<file path="src/rtl/friscv_rv32i_control.sv">
// RV32I control unit: fetches one instruction at a time, executes jumps, branches,
// AUIPC and FENCE locally, and hands everything else to the processing unit.
//
// state | meaning
// BOOT  | one idle cycle after reset before the first fetch
// FETCH | fetch request on inst_addr, waiting for inst_rdy
// EXEC  | captured instruction is resolved or dispatched
// TRAP  | illegal opcode or misaligned target; parked until srst
module friscv_rv32i_control #(
  parameter int              XLEN      = 32,
  parameter logic [XLEN-1:0] BOOT_ADDR = '0
) (
  input  logic            aclk,
  input  logic            srst,
  output logic            inst_en,
  output logic [XLEN-1:0] inst_addr,
  input  logic            inst_rdy,
  input  logic [XLEN-1:0] inst_rdata,
  output logic            proc_en,
  input  logic            proc_ready,
  output logic [XLEN-1:0] proc_instruction,
  output logic [4:0]      ctrl_rs1_addr,
  output logic [4:0]      ctrl_rs2_addr,
  input  logic [XLEN-1:0] ctrl_rs1_val,
  input  logic [XLEN-1:0] ctrl_rs2_val,
  output logic            ctrl_rd_wr,
  output logic [4:0]      ctrl_rd_addr,
  output logic [XLEN-1:0] ctrl_rd_val,
  output logic            inst_err,
  output logic [XLEN-1:0] pc
);

  typedef enum logic [1:0] {BOOT, FETCH, EXEC, TRAP} state_t;

  localparam logic [6:0] OPC_LUI    = 7'b0110111;
  localparam logic [6:0] OPC_AUIPC  = 7'b0010111;
  localparam logic [6:0] OPC_JAL    = 7'b1101111;
  localparam logic [6:0] OPC_JALR   = 7'b1100111;
  localparam logic [6:0] OPC_BRANCH = 7'b1100011;
  localparam logic [6:0] OPC_LOAD   = 7'b0000011;
  localparam logic [6:0] OPC_STORE  = 7'b0100011;
  localparam logic [6:0] OPC_OPIMM  = 7'b0010011;
  localparam logic [6:0] OPC_OP     = 7'b0110011;
  localparam logic [6:0] OPC_FENCE  = 7'b0001111;
  localparam logic [6:0] OPC_SYSTEM = 7'b1110011;

  localparam logic [XLEN-1:0] FOUR = XLEN'(4);

  state_t          state_q, state_d;
  logic [XLEN-1:0] pc_q, pc_d;
  logic [XLEN-1:0] instr_q, instr_d;
  logic            err_q, err_d;

  logic [6:0]      opcode;
  logic [2:0]      funct3;
  logic [4:0]      rd;
  logic [XLEN-1:0] imm_i, imm_b, imm_j, imm_u;
  logic [XLEN-1:0] pc_plus4, jal_tgt, jalr_sum, jalr_tgt, br_tgt;
  logic            is_dispatch, writes_rd;
  logic            br_f3_ok, br_taken;

  // ---------------------------------------------------------------- decode
  assign opcode = instr_q[6:0];
  assign rd     = instr_q[11:7];
  assign funct3 = instr_q[14:12];

  assign imm_i = {{(XLEN-12){instr_q[31]}}, instr_q[31:20]};
  assign imm_b = {{(XLEN-12){instr_q[31]}}, instr_q[7], instr_q[30:25], instr_q[11:8], 1'b0};
  assign imm_j = {{(XLEN-20){instr_q[31]}}, instr_q[19:12], instr_q[20], instr_q[30:21], 1'b0};
  assign imm_u = {{(XLEN-31){instr_q[31]}}, instr_q[30:12], 12'b0};

  assign pc_plus4 = pc_q + FOUR;
  assign jal_tgt  = pc_q + imm_j;
  assign jalr_sum = ctrl_rs1_val + imm_i;
  assign jalr_tgt = {jalr_sum[XLEN-1:1], 1'b0};
  assign br_tgt   = pc_q + imm_b;

  assign is_dispatch = (opcode == OPC_LUI)   || (opcode == OPC_LOAD) ||
                       (opcode == OPC_STORE) || (opcode == OPC_OPIMM) ||
                       (opcode == OPC_OP)    || (opcode == OPC_SYSTEM);
  assign writes_rd   = (opcode == OPC_JAL) || (opcode == OPC_JALR) || (opcode == OPC_AUIPC);

  assign br_f3_ok = (funct3 != 3'b010) && (funct3 != 3'b011);

  always_comb begin
    br_taken = 1'b0;
    case (funct3)
      3'b000:  br_taken = (ctrl_rs1_val == ctrl_rs2_val);
      3'b001:  br_taken = (ctrl_rs1_val != ctrl_rs2_val);
      3'b100:  br_taken = ($signed(ctrl_rs1_val) <  $signed(ctrl_rs2_val));
      3'b101:  br_taken = ($signed(ctrl_rs1_val) >= $signed(ctrl_rs2_val));
      3'b110:  br_taken = (ctrl_rs1_val <  ctrl_rs2_val);
      3'b111:  br_taken = (ctrl_rs1_val >= ctrl_rs2_val);
      default: br_taken = 1'b0;
    endcase
  end

  // ---------------------------------------------------------------- state register
  always_ff @(posedge aclk) begin
    if (srst) begin
      state_q <= BOOT;
      pc_q    <= BOOT_ADDR;
      instr_q <= '0;
      err_q   <= 1'b0;
    end else begin
      state_q <= state_d;
      pc_q    <= pc_d;
      instr_q <= instr_d;
      err_q   <= err_d;
    end
  end

  // ---------------------------------------------------------------- next state
  always_comb begin
    state_d = state_q;
    pc_d    = pc_q;
    instr_d = instr_q;
    err_d   = err_q;
    case (state_q)
      BOOT: state_d = FETCH;
      FETCH: begin
        if (inst_rdy) begin
          instr_d = inst_rdata;
          state_d = EXEC;
        end
      end
      EXEC: begin
        // Any fault leaves pc on the faulting instruction.
        if (is_dispatch) begin
          if (proc_ready) begin
            pc_d    = pc_plus4;
            state_d = FETCH;
          end
        end else begin
          case (opcode)
            OPC_JAL: begin
              if (jal_tgt[1:0] != 2'b00) begin
                state_d = TRAP;
                err_d   = 1'b1;
              end else begin
                pc_d    = jal_tgt;
                state_d = FETCH;
              end
            end
            OPC_JALR: begin
              if (jalr_tgt[1:0] != 2'b00) begin
                state_d = TRAP;
                err_d   = 1'b1;
              end else begin
                pc_d    = jalr_tgt;
                state_d = FETCH;
              end
            end
            OPC_AUIPC, OPC_FENCE: begin
              pc_d    = pc_plus4;
              state_d = FETCH;
            end
            OPC_BRANCH: begin
              if (!br_f3_ok || (br_taken && (br_tgt[1:0] != 2'b00))) begin
                state_d = TRAP;
                err_d   = 1'b1;
              end else begin
                pc_d    = br_taken ? br_tgt : pc_plus4;
                state_d = FETCH;
              end
            end
            default: begin
              state_d = TRAP;
              err_d   = 1'b1;
            end
          endcase
        end
      end
      TRAP: state_d = TRAP;
      default: state_d = BOOT;
    endcase
  end

  // ---------------------------------------------------------------- outputs
  always_comb begin
    inst_en          = (state_q == FETCH);
    inst_addr        = pc_q;
    pc               = pc_q;
    proc_en          = (state_q == EXEC) && is_dispatch;
    proc_instruction = instr_q;
    ctrl_rs1_addr    = instr_q[19:15];
    ctrl_rs2_addr    = instr_q[24:20];
    ctrl_rd_addr     = rd;
    ctrl_rd_val      = (opcode == OPC_AUIPC) ? (pc_q + imm_u) : pc_plus4;
    ctrl_rd_wr       = (state_q == EXEC) && writes_rd && (rd != 5'd0) && (state_d != TRAP);
    inst_err         = err_q;
  end

endmodule
</file>
<file path="config.mk">
export PLATFORM = sky130hd
export DESIGN_NAME = friscv_rv32i_control
export DESIGN_NICKNAME = d
export VERILOG_FILES = /design/src/rtl/friscv_rv32i_control.sv
export SDC_FILE = /design/constraint.sdc
export NUM_CORES = 1
export LEC_CHECK = 0
export CELL_PAD_IN_SITES_DETAIL_PLACEMENT = 0
export CELL_PAD_IN_SITES_GLOBAL_PLACEMENT = 1
export CORE_MARGIN = 2
export CORE_UTILIZATION = 40
export CTS_CLUSTER_SIZE = 24
export DETAILED_ROUTE_END_ITERATION = 6
export HOLD_SLACK_MARGIN = 0.12
export PLACE_DENSITY = 0.9
export SLEW_MARGIN = 40
export SYNTH_ARGS = -nofsm -noshare
export SYNTH_HDL_FRONTEND = slang
export SYNTH_SLANG_ARGS = --single-unit
</file>
<file path="constraint.sdc">
create_clock -name aclk -period 7 [get_ports aclk]
set_input_delay 1.05 -clock aclk [delete_from_list [all_inputs] [get_ports aclk]]
set_output_delay 1.05 -clock aclk [all_outputs]
set_load 0.03 [all_outputs]
</file>
==> Word-level counts from Yosys, hierarchy flattened <==
Index checks and enable logic that the tools add are counted.
{ "classes": {"addsub": 5, "magnitude_cmp": 4, "eq_ne": 31, "n_mux": 21, "bitwise": 2, "reduce_logical": 25} }
{ "op_table": {"columns": ["op", "n"], "rows": [
  ["$mux W32", 7],
  ["$add A32 B32 Y32", 4],
  ["$pmux W32 S4", 1],
  ["$ge A32 B32 Y1", 2],
  ["$lt A32 B32 Y1", 2],
  ["$add A32 B3 Y32 const B", 1],
  ["$eq A32 B32 Y1", 1],
  ["$ne A32 B32 Y1", 1],
  ["$eq A7 B7 Y1 const B", 4],
  ["$eq A7 B6 Y1 const B", 3],
  ["$pmux W2 S4", 2],
  ["$eq A7 B5 Y1 const B", 2],
  ["$eq A3 B3 Y1 const B", 4],
  ["$mux W2", 6],
  ["$reduce_and A6 Y1", 2],
  ["$reduce_bool A5 Y1", 2],
  ["$ne A3 B3 Y1 const B", 3],
  ["$logic_or A1 B1 Y1", 8],
  ["$ne A2 B2 Y1 const B", 4],
  ["$eq A7 B2 Y1 const B", 1],
  ["$eq A7 B4 Y1 const B", 1],
  ["$logic_and A1 B1 Y1", 6],
  ["$ne A3 B2 Y1 const B", 2],
  ["$pmux W1 S6", 1],
  ["13 further kinds", 18]
]} }
{ "word_totals": {"register_bits": 67, "inputBits": 100, "output_inout_bits": 147, "word_cells": 92} }

==> Depth between registers and ports, before layout <==
Gate-level depths: netlist of the first run.
{ "depth": {"ltp_word": 10, "mapped_depth": 14, "depth_no_buf": 13} }

==> Worst setup path before layout of the first run <==
OpenSTA, ideal clock, no wires.
{ "synth_timing": {"kind": "input-to-output", "startpoint": "input port ctrl_rs2_val[31]", "endpoint": "output port ctrl_rd_wr", "arrival_time_ns": 4.330, "required_time_ns": 5.950, "setup_slack_ns": 1.620, "stages": 9, "n_path_buf": 0, "cell_sequence": "inv_1 ha_1 nand4_4 nor4_4 o311ai_1 a31oi_1 or4_4 nor2_1 a2111oi_0"} }
{ "synth_between": {"elab_chain_cells": 10} }
{ "synth_rtl": {"columns": ["item", "line", "rtl"], "rows": [
  ["start: declaration", "25", "input logic [XLEN-1:0] ctrl_rs2_val,"],
  ["$ge A32 B32 Y1, or another cell as far along", "93", "3'b111: br_taken = (ctrl_rs1_val >= ctrl_rs2_val);"],
  ["$pmux W1 S6 (*)", "87", "case (funct3)"],
  ["$logic_and A1 B1 Y1 (*)", "159", "if (!br_f3_ok || (br_taken && (br_tgt[1:0] != 2'b00))) begin"],
  ["$logic_or A1 B1 Y1 (*)", "159", null],
  ["$mux W2 (*)", "159", null],
  ["$pmux W2 S4 (*)", "135", "case (opcode)"],
  ["$mux W2 (*)", "129", "if (is_dispatch) begin"],
  ["$pmux W2 S4 (*)", "119", "case (state_q)"],
  ["$ne A2 B2 Y1 (*)", "190", "ctrl_rd_wr = (state_q == EXEC) && writes_rd && (rd != 5'd0) && (state_d != TRAP);"],
  ["$logic_and A1 B1 Y1 (*)", "190", null],
  ["end: declaration", "26", "output logic ctrl_rd_wr,"]
]} }
Every way passes the cells marked *; elsewhere a longest branch is shown, timed or not.

==> Worst setup path in the final report of the first run <==
{ "layout_timing": {"startpoint": "input port ctrl_rs2_val[21]", "endpoint": "output port ctrl_rd_wr"} }
Same word-level chain as after synthesis.

==> summary.txt, run 1 <==
Status
  – Status: finished, final reports clean

Hold path
  – HP Class: register to register
  – Hold path startpoint: proc_instruction[1]

Routing
  – Vias per inst: roughly 6.1
  – Pre-Repair DR Iteration Count: 5
  – Drc violations: 0
  – Total number of vias: between 10,000 and 15,000
  – Post-DR wirelength/cell: ~21 microns
  – Initial DRC count: just over 900
  – ANT nets after route: 0
  – WL final: 41.3 mm

Synthesis
  – Post-synthesis sequential area ratio: between 10% and 20%
  – FF+latch count, synth: 66
  – Syn Area/Cell: between 7 and 8 sq um
  – Number of synthesized flops with an enable pin: 0
  – Synth Instances: approximately 1,500
  – Number of warnings issued by yosys: 0
  – Library cells used by synthesis: 91
  – Synthesized area: 10,600 sq um
  – Most common flop cell mapped by yosys: dfxtp_1
  – Fraction of registers with async set/reset: 0%

Floorplan
  – Placeable Area: 26,100 sq um
  – Ports: roughly 250
  – Die footprint: between 20,000 and 30,000 sq um
  – Starting Density: between 40% and 50%
  – Die Y-Extent: 167 microns
  – Die Width: approximately 170 microns
  – Cell row count: around 60

Global routing
  – Largest net degree at the start of global routing: 56
  – Total track usage: between 20 and 30%
  – First-pass GRT wire length: around 63 mm
  – Vias in the first global route: ~11,000
  – Total congestion overflow: 0
  – Initial antenna violation count: 0

Clock network
  – Max clock buf depth: 2
  – TritonCTS clock tree: done
  – Root buffer selected by CTS: clkbuf_16
  – CTS Sinks: 66
  – H-tree lvl count: 3
  – CTS Hold Bufs: 0
  – Clock Pin Slew Worst Setup and Hold Paths: approximately 0.060 ns
  – CTS buffer count: 9
  – Setup Buffers After CTS: 0
  – Clock Latency Late Sink: about 0.35 ns
  – Post-cts resize count: 0

Timing
  – RSZ-0062 raised after global routing: false
  – Relative slew margins: a little over two fifths
  – Max Fclk: around 170 MHz
  – Slew @ Worst Pin: 0.861 ns
  – Final Hold Fails: 0
  – Worst clock skew: 0.00731 ns
  – Tcrit/Tclk final: between 80 and 90%
  – Final setup fails: 0
  – Final worst slack: approximately 1.0 ns
  – Min cycle time layout: 5.97 ns
  – Slew Viols, Final: 0
  – Fin Setup TNS: 0 ns

Cells and area
  – Antenna cells: 0
  – Final Util: approximately half
  – Final Cell Area: 13,200 sq um
  – Area delta synth->final: 25.0%
  – Most frequent cells in the layout: clkdlybuf4s50_1, nand2_1, a21oi_1
  – Nets@finish: 1,870
  – Layout cells sized above 1: ~4.7%
  – Commonest non-fill, non-tap cell in the layout: clkdlybuf4s50_1

Pwr
  – Pleak: about 0.0054 uW
  – Pwr/cell area: between 90 and 100 nW/um^2
  – Worst vdd ir: 0.000119 V

Setup path
  – Critical path origin: ctrl_rs2_val[21]
  – Worst path arrival time: about 5 ns
  – Critical path required time: between 5 and 6 ns
  – Reg2reg start: proc_instruction[4]
  – Setup Crit Path Kind: input pin to output port
  – Worst Setup End Kind: output port
  – CP Max Fanout: 5
  – CP startpoint kind: input pin

Placed design
  – DP Wirelength: between 30 and 40 mm
  – Routability Congestion: ~0.97
  – # port buffers: ~240
  – Area after DPL: 12,900 sq um
  – Worst slack, placed: about 1.0 ns

Flow run
  – Max cap viols: 0
## synth_stat cells (11+ instances only)
cell / number / area (sq um)
xnor2_1: 67 / 587
ha_1: 117 / 1460
nand2_1: 171 / 642
a31oi_1: 25 / 156
and2_1: 14 / 87.6
a21o_1: 33 / 248
nor2_1: 123 / 462
nand3_1: 43 / 215
nand4_1: 23 / 144
o21ai_0: 84 / 420
nand2b_1: 12 / 75.1
buf_4: 51 / 383
clkbuf_1: 55 / 206
a221oi_1: 11 / 96.3
a21oi_1: 157 / 786
and3_1: 27 / 169
nor3_1: 33 / 165
dfxtp_1: 66 / 1320
xor2_1: 48 / 420
a211oi_1: 18 / 135
inv_1: 62 / 233
o21a_1: 15 / 113
o211ai_1: 14 / 105
## layout make-up
cell class	instances	area [sq um]
fillers	2619	12800
well taps	335	419
flip-flops and latches	66	1320
multi-input cells	1249	8410
inverters	62	233
clock inverters	7	70.1
repair buffers	261	2560
clock buffers	9	225
## power breakdown
group          internal (uW)  leakage, uW  total, uW  switching, uW
registers                386     0.000536        409           22.8
clock network            275     0.000145        470            195
logic                    177      0.00475        402            225
## metrics by stage
| step | hold WS (ns) | std cells | power [uW] |
|---|---|---|---|
| after floorplan | 0.457 | 1497 | 654 |
| after global placement | 0.455 | 1973 | 809 |
| after detailed placement | 0.479 | 1973 | 813 |
| after CTS | 0.490 | 1989 | 1280 |
| after global routing | 0.535 | 1989 | 1340 |
| final | 0.491 | 1989 | 1280 |
## state kept, by name, summed over array words and instances, names as in the netlist
| name | cells |
|---|---|
| inst_addr | 31 |
| inst_err | 1 |
| proc_instruction | 32 |
| state_q | 2 |
## path summary, 6_finish.rpt
path	to	slack, ns	cells after the start
worst max-delay path	ctrl_rd_wr	1.03	12
worst min-delay path	proc_instruction[1]	0.49	2
worst max register to register	inst_addr[20]	2.63	10
worst min register to register	proc_instruction[1]	0.49	2
## metal layers
| layer | global-route usage (%) | vias to the layer above | share of wire [%] |
|---|---|---|---|
| li1 | - | 5794 | - |
| met1 | 36.9 | 5674 | 42 |
| met2 | 47.2 | 530 | 46 |
| met3 | 4.11 | 93 | 7.7 |
| met4 | 12.2 | 0 | 4.4 |
| met5 | 0 | - | 0 |
## kinds of logic (layout without fill, tap and decap cells)
logic type               after synthesis  after routing  share of synthesized area [%]
adder cells (fa/ha/maj)              122            122                           14.7
XOR/XNOR                             115            115                           9.51
other                                  1              3                         0.0354
flip-flops                            66             66                           12.5
multiplexers                           7              7                          0.697
AO/OA/AOI/OAI                        482            482                           30.0
AND/OR/NAND/NOR                      520            520                           24.1
buffers and inverters                182            339                           8.53
## worst max-delay path, stage by stage
cell and delay (ns):
clkdlybuf4s50_1 0.45, inv_1 0.04, ha_1 0.30, a211oi_1 0.27
o211ai_1 0.13, o221ai_1 0.21, nor3b_1 0.49, a31oi_1 0.32
or4_4 0.61, nor2_1 0.26, a2111oi_0 0.11, clkdlybuf4s50_1 0.67
Note: power is estimated with default switching activity, not from simulation.
==> run 2: changes to the inputs <==
--- a/config.mk
+++ b/config.mk
@@ -12,7 +12,7 @@
 export CTS_CLUSTER_SIZE = 24
 export DETAILED_ROUTE_END_ITERATION = 6
 export HOLD_SLACK_MARGIN = 0.12
-export PLACE_DENSITY = 0.9
+export PLACE_DENSITY_LB_ADDON = 0.1
 export SLEW_MARGIN = 40
 export SYNTH_ARGS = -nofsm -noshare
 export SYNTH_HDL_FRONTEND = slang
==> summary.txt, run 2 (synthesis results as in run 1) <==
Global routing
  – Met3 GRT Util: 4.63% (+0.52 points)
  – Total track usage: 29.4% (+0.90 points)
  – Largest net degree at the start of global routing: 56 (unchanged)
  – Vias in the first global route: 11,400 (+1.2%)
  – Total congestion overflow: 0 (unchanged)
  – GRT met1 Usage: 38.8% (+1.9 points)
  – Met2 usage: 47.2% (unchanged)
  – First-pass GRT wire length: 64.9 mm (+2.8%)
  – Top Usage Layer GRT: met2
  – Initial antenna violation count: 0 (unchanged)

Setup path
  – R2r worst-path depth: 9 (-1)
  – Worst path arrival time: 4.92 ns (about the same)
  – CP Max Fanout: 8 (+3)
  – CP startpoint kind: input pin
  – Worst Setup End Kind: output port
  – Critical path required time: 5.95 ns (about the same)
  – Setup Crit Path Kind: input pin to output port

Clock network
  – H-tree lvl count: 3 (unchanged)
  – Max clock buf depth: 2 (unchanged)
  – TritonCTS clock tree: done
  – Clock Latency Late Sink: 0.36 ns (about the same)
  – CTS Hold Bufs: 0 (unchanged)
  – CTS buffer count: 9 (unchanged)
  – Setup Buffers After CTS: 0 (unchanged)
  – Post-cts resize count: 0 (unchanged)
  – Root buffer selected by CTS: clkbuf_16
  – Clock Pin Slew Worst Setup and Hold Paths: 0.06 ns (about the same)
  – CTS Sinks: 66 (unchanged)

Cells and area
  – Largest register FFs: 32 (unchanged)
  – Layout cells sized above 1: 4.48% (-0.24 points)
  – Commonest non-fill, non-tap cell in the layout: clkdlybuf4s50_1
  – Most frequent cells in the layout: clkdlybuf4s50_1, nand2_1, a21oi_1
  – Nets@finish: 1,871 (+0.053%)
  – Antenna cells: 0 (unchanged)
  – Area delta synth->final: 25.0% (about the same)

Routing
  – Initial DRC count: 809 (-13%)
  – Vias per inst: 6.07 (about the same)
  – ANT nets after route: 0 (unchanged)
  – Pre-Repair DR Iteration Count: 5 (unchanged)
  – WL final: 42.6 mm (+3.2%)
  – Total number of vias: 12,100 (-0.12%)
  – Post-DR wirelength/cell: 21.4 microns (+3.3%)
  – Drc violations: 0 (unchanged)

Hold path
  – HP Class: register to register
  – Worst hold path depth: 2 (unchanged)

Timing
  – Slew @ Worst Pin: 0.918 ns (+0.0572 ns)
  – Tcrit/Tclk final: 85.2% (about the same)
  – Min cycle time layout: 5.97 ns (-0.00588 ns)
  – Max Fclk: 168 MHz (about the same)
  – Fin Setup TNS: 0 ns (unchanged)
  – Slew Viols, Final: 0 (unchanged)
  – Final setup fails: 0 (unchanged)
  – Worst clock skew: 0.0109 ns (+0.00355 ns)
  – Final Hold Fails: 0 (unchanged)
  – Relative slew margins: 38.3% (-3.9 points)
  – RSZ-0062 raised after global routing: false

Pwr
  – Tot Pwr: 1300 uW (+1.4%)
  – Sw Pwr: 444 uW (+0.42%)
  – Pwr/cell area: 98.0 nW/um^2 (+1.4%)
  – Net Sw Frac: 34.2% (-0.34 points)
  – Power share of the clock group: 37.5% (+0.8 points)
  – Sequential share of power: 31.5% (-0.4 points)
  – Logic pwr share: 30.9% (-0.5 points)
  – Pleak: 0.00543 uW (about the same)
  – Internal cell power: 854 uW (+1.9%)
  – Worst vdd ir: 0.000128 V (+7.6%)

Floorplan
  – Placeable Area: 26,100 sq um (unchanged)
  – Ports: 247 (unchanged)
  – Die Width: 167 microns (unchanged)
  – Die footprint: 27,800 sq um (unchanged)
  – Starting Density: 40.7% (unchanged)
  – Die Y-Extent: 167 microns (unchanged)
  – Cell row count: 59 (unchanged)

Placed design
  – # port buffers: 243 (unchanged)
  – DP Wirelength: 32.8 mm (+1.4%)
  – Routability Congestion: 0.952 (-2.1%)

Status
  – Status: finished, final reports clean

Flow run
  – Max cap viols: 0 (unchanged)
run 2: metal layers:
metal / wire length (microns) / vias up
met1: 18600 / 5669
met4: 1870 / 0
met5: 0 / -
met2: 19300 / 519
met3: 2910 / 96
li1: - / 5793
run 2: final timing paths:
| path | start | endpoint | slack (ns) |
|---|---|---|---|
| worst max-delay path | ctrl_rs2_val[21] | ctrl_rd_wr | 1.03 |
| worst min-delay path | inst_err | inst_err | 0.49 |
| worst min register to register | inst_err | inst_err | 0.49 |
| worst max register to register | proc_instruction[5] | inst_addr[29] | 2.78 |
run 2: cell type report:
type                            instances  area, sq um
Fill cell                            2705        12800
Multi-Input combinational cell       1249         8400
Timing Repair Buffer                  262         2580
Sequential cell                        66         1320
Tap cell                              335          419
Clock buffer                           12          256
Inverter                               62          233
Clock inverter                          2         37.5
run 2: worst max-delay path, cell delays in order:
cell and delay (ns):
clkdlybuf4s50_1 0.45, inv_1 0.04, ha_1 0.30, a211oi_1 0.29, o211ai_1 0.13, o221ai_1 0.27
nor3b_1 0.45, nand3_1 0.24, mux2_2 0.42, nor2_1 0.13, a2111oi_0 0.36, clkdlybuf4s50_1 0.79
run 2: power by group through the flow:
stage | sequential [uW] | combinational [uW] | clock [uW]
floorplan | 425 | 228 | 0
global placement | 417 | 395 | 0
detailed placement | 417 | 398 | 0
CTS | 409 | 400 | 495
global route | 410 | 437 | 505
finish | 409 | 402 | 487
run 2: per-stage QoR:
step | instances | hold slack, ns | worst slack (ns) | util (%) | cell area, sq um
after CTS | 1987 | 0.495 | 1.04 | 50.8 | 13200
after floorplan | 1497 | 0.457 | 1.62 | - | 10600
after global placement | 1973 | 0.456 | 1.07 | 49.6 | 12900
after detailed placement | 1973 | 0.472 | 1.05 | 49.6 | 12900
final | 1988 | 0.488 | 1.03 | 50.8 | 13200
after global routing | 1988 | 0.518 | 0.784 | 50.8 | 13200
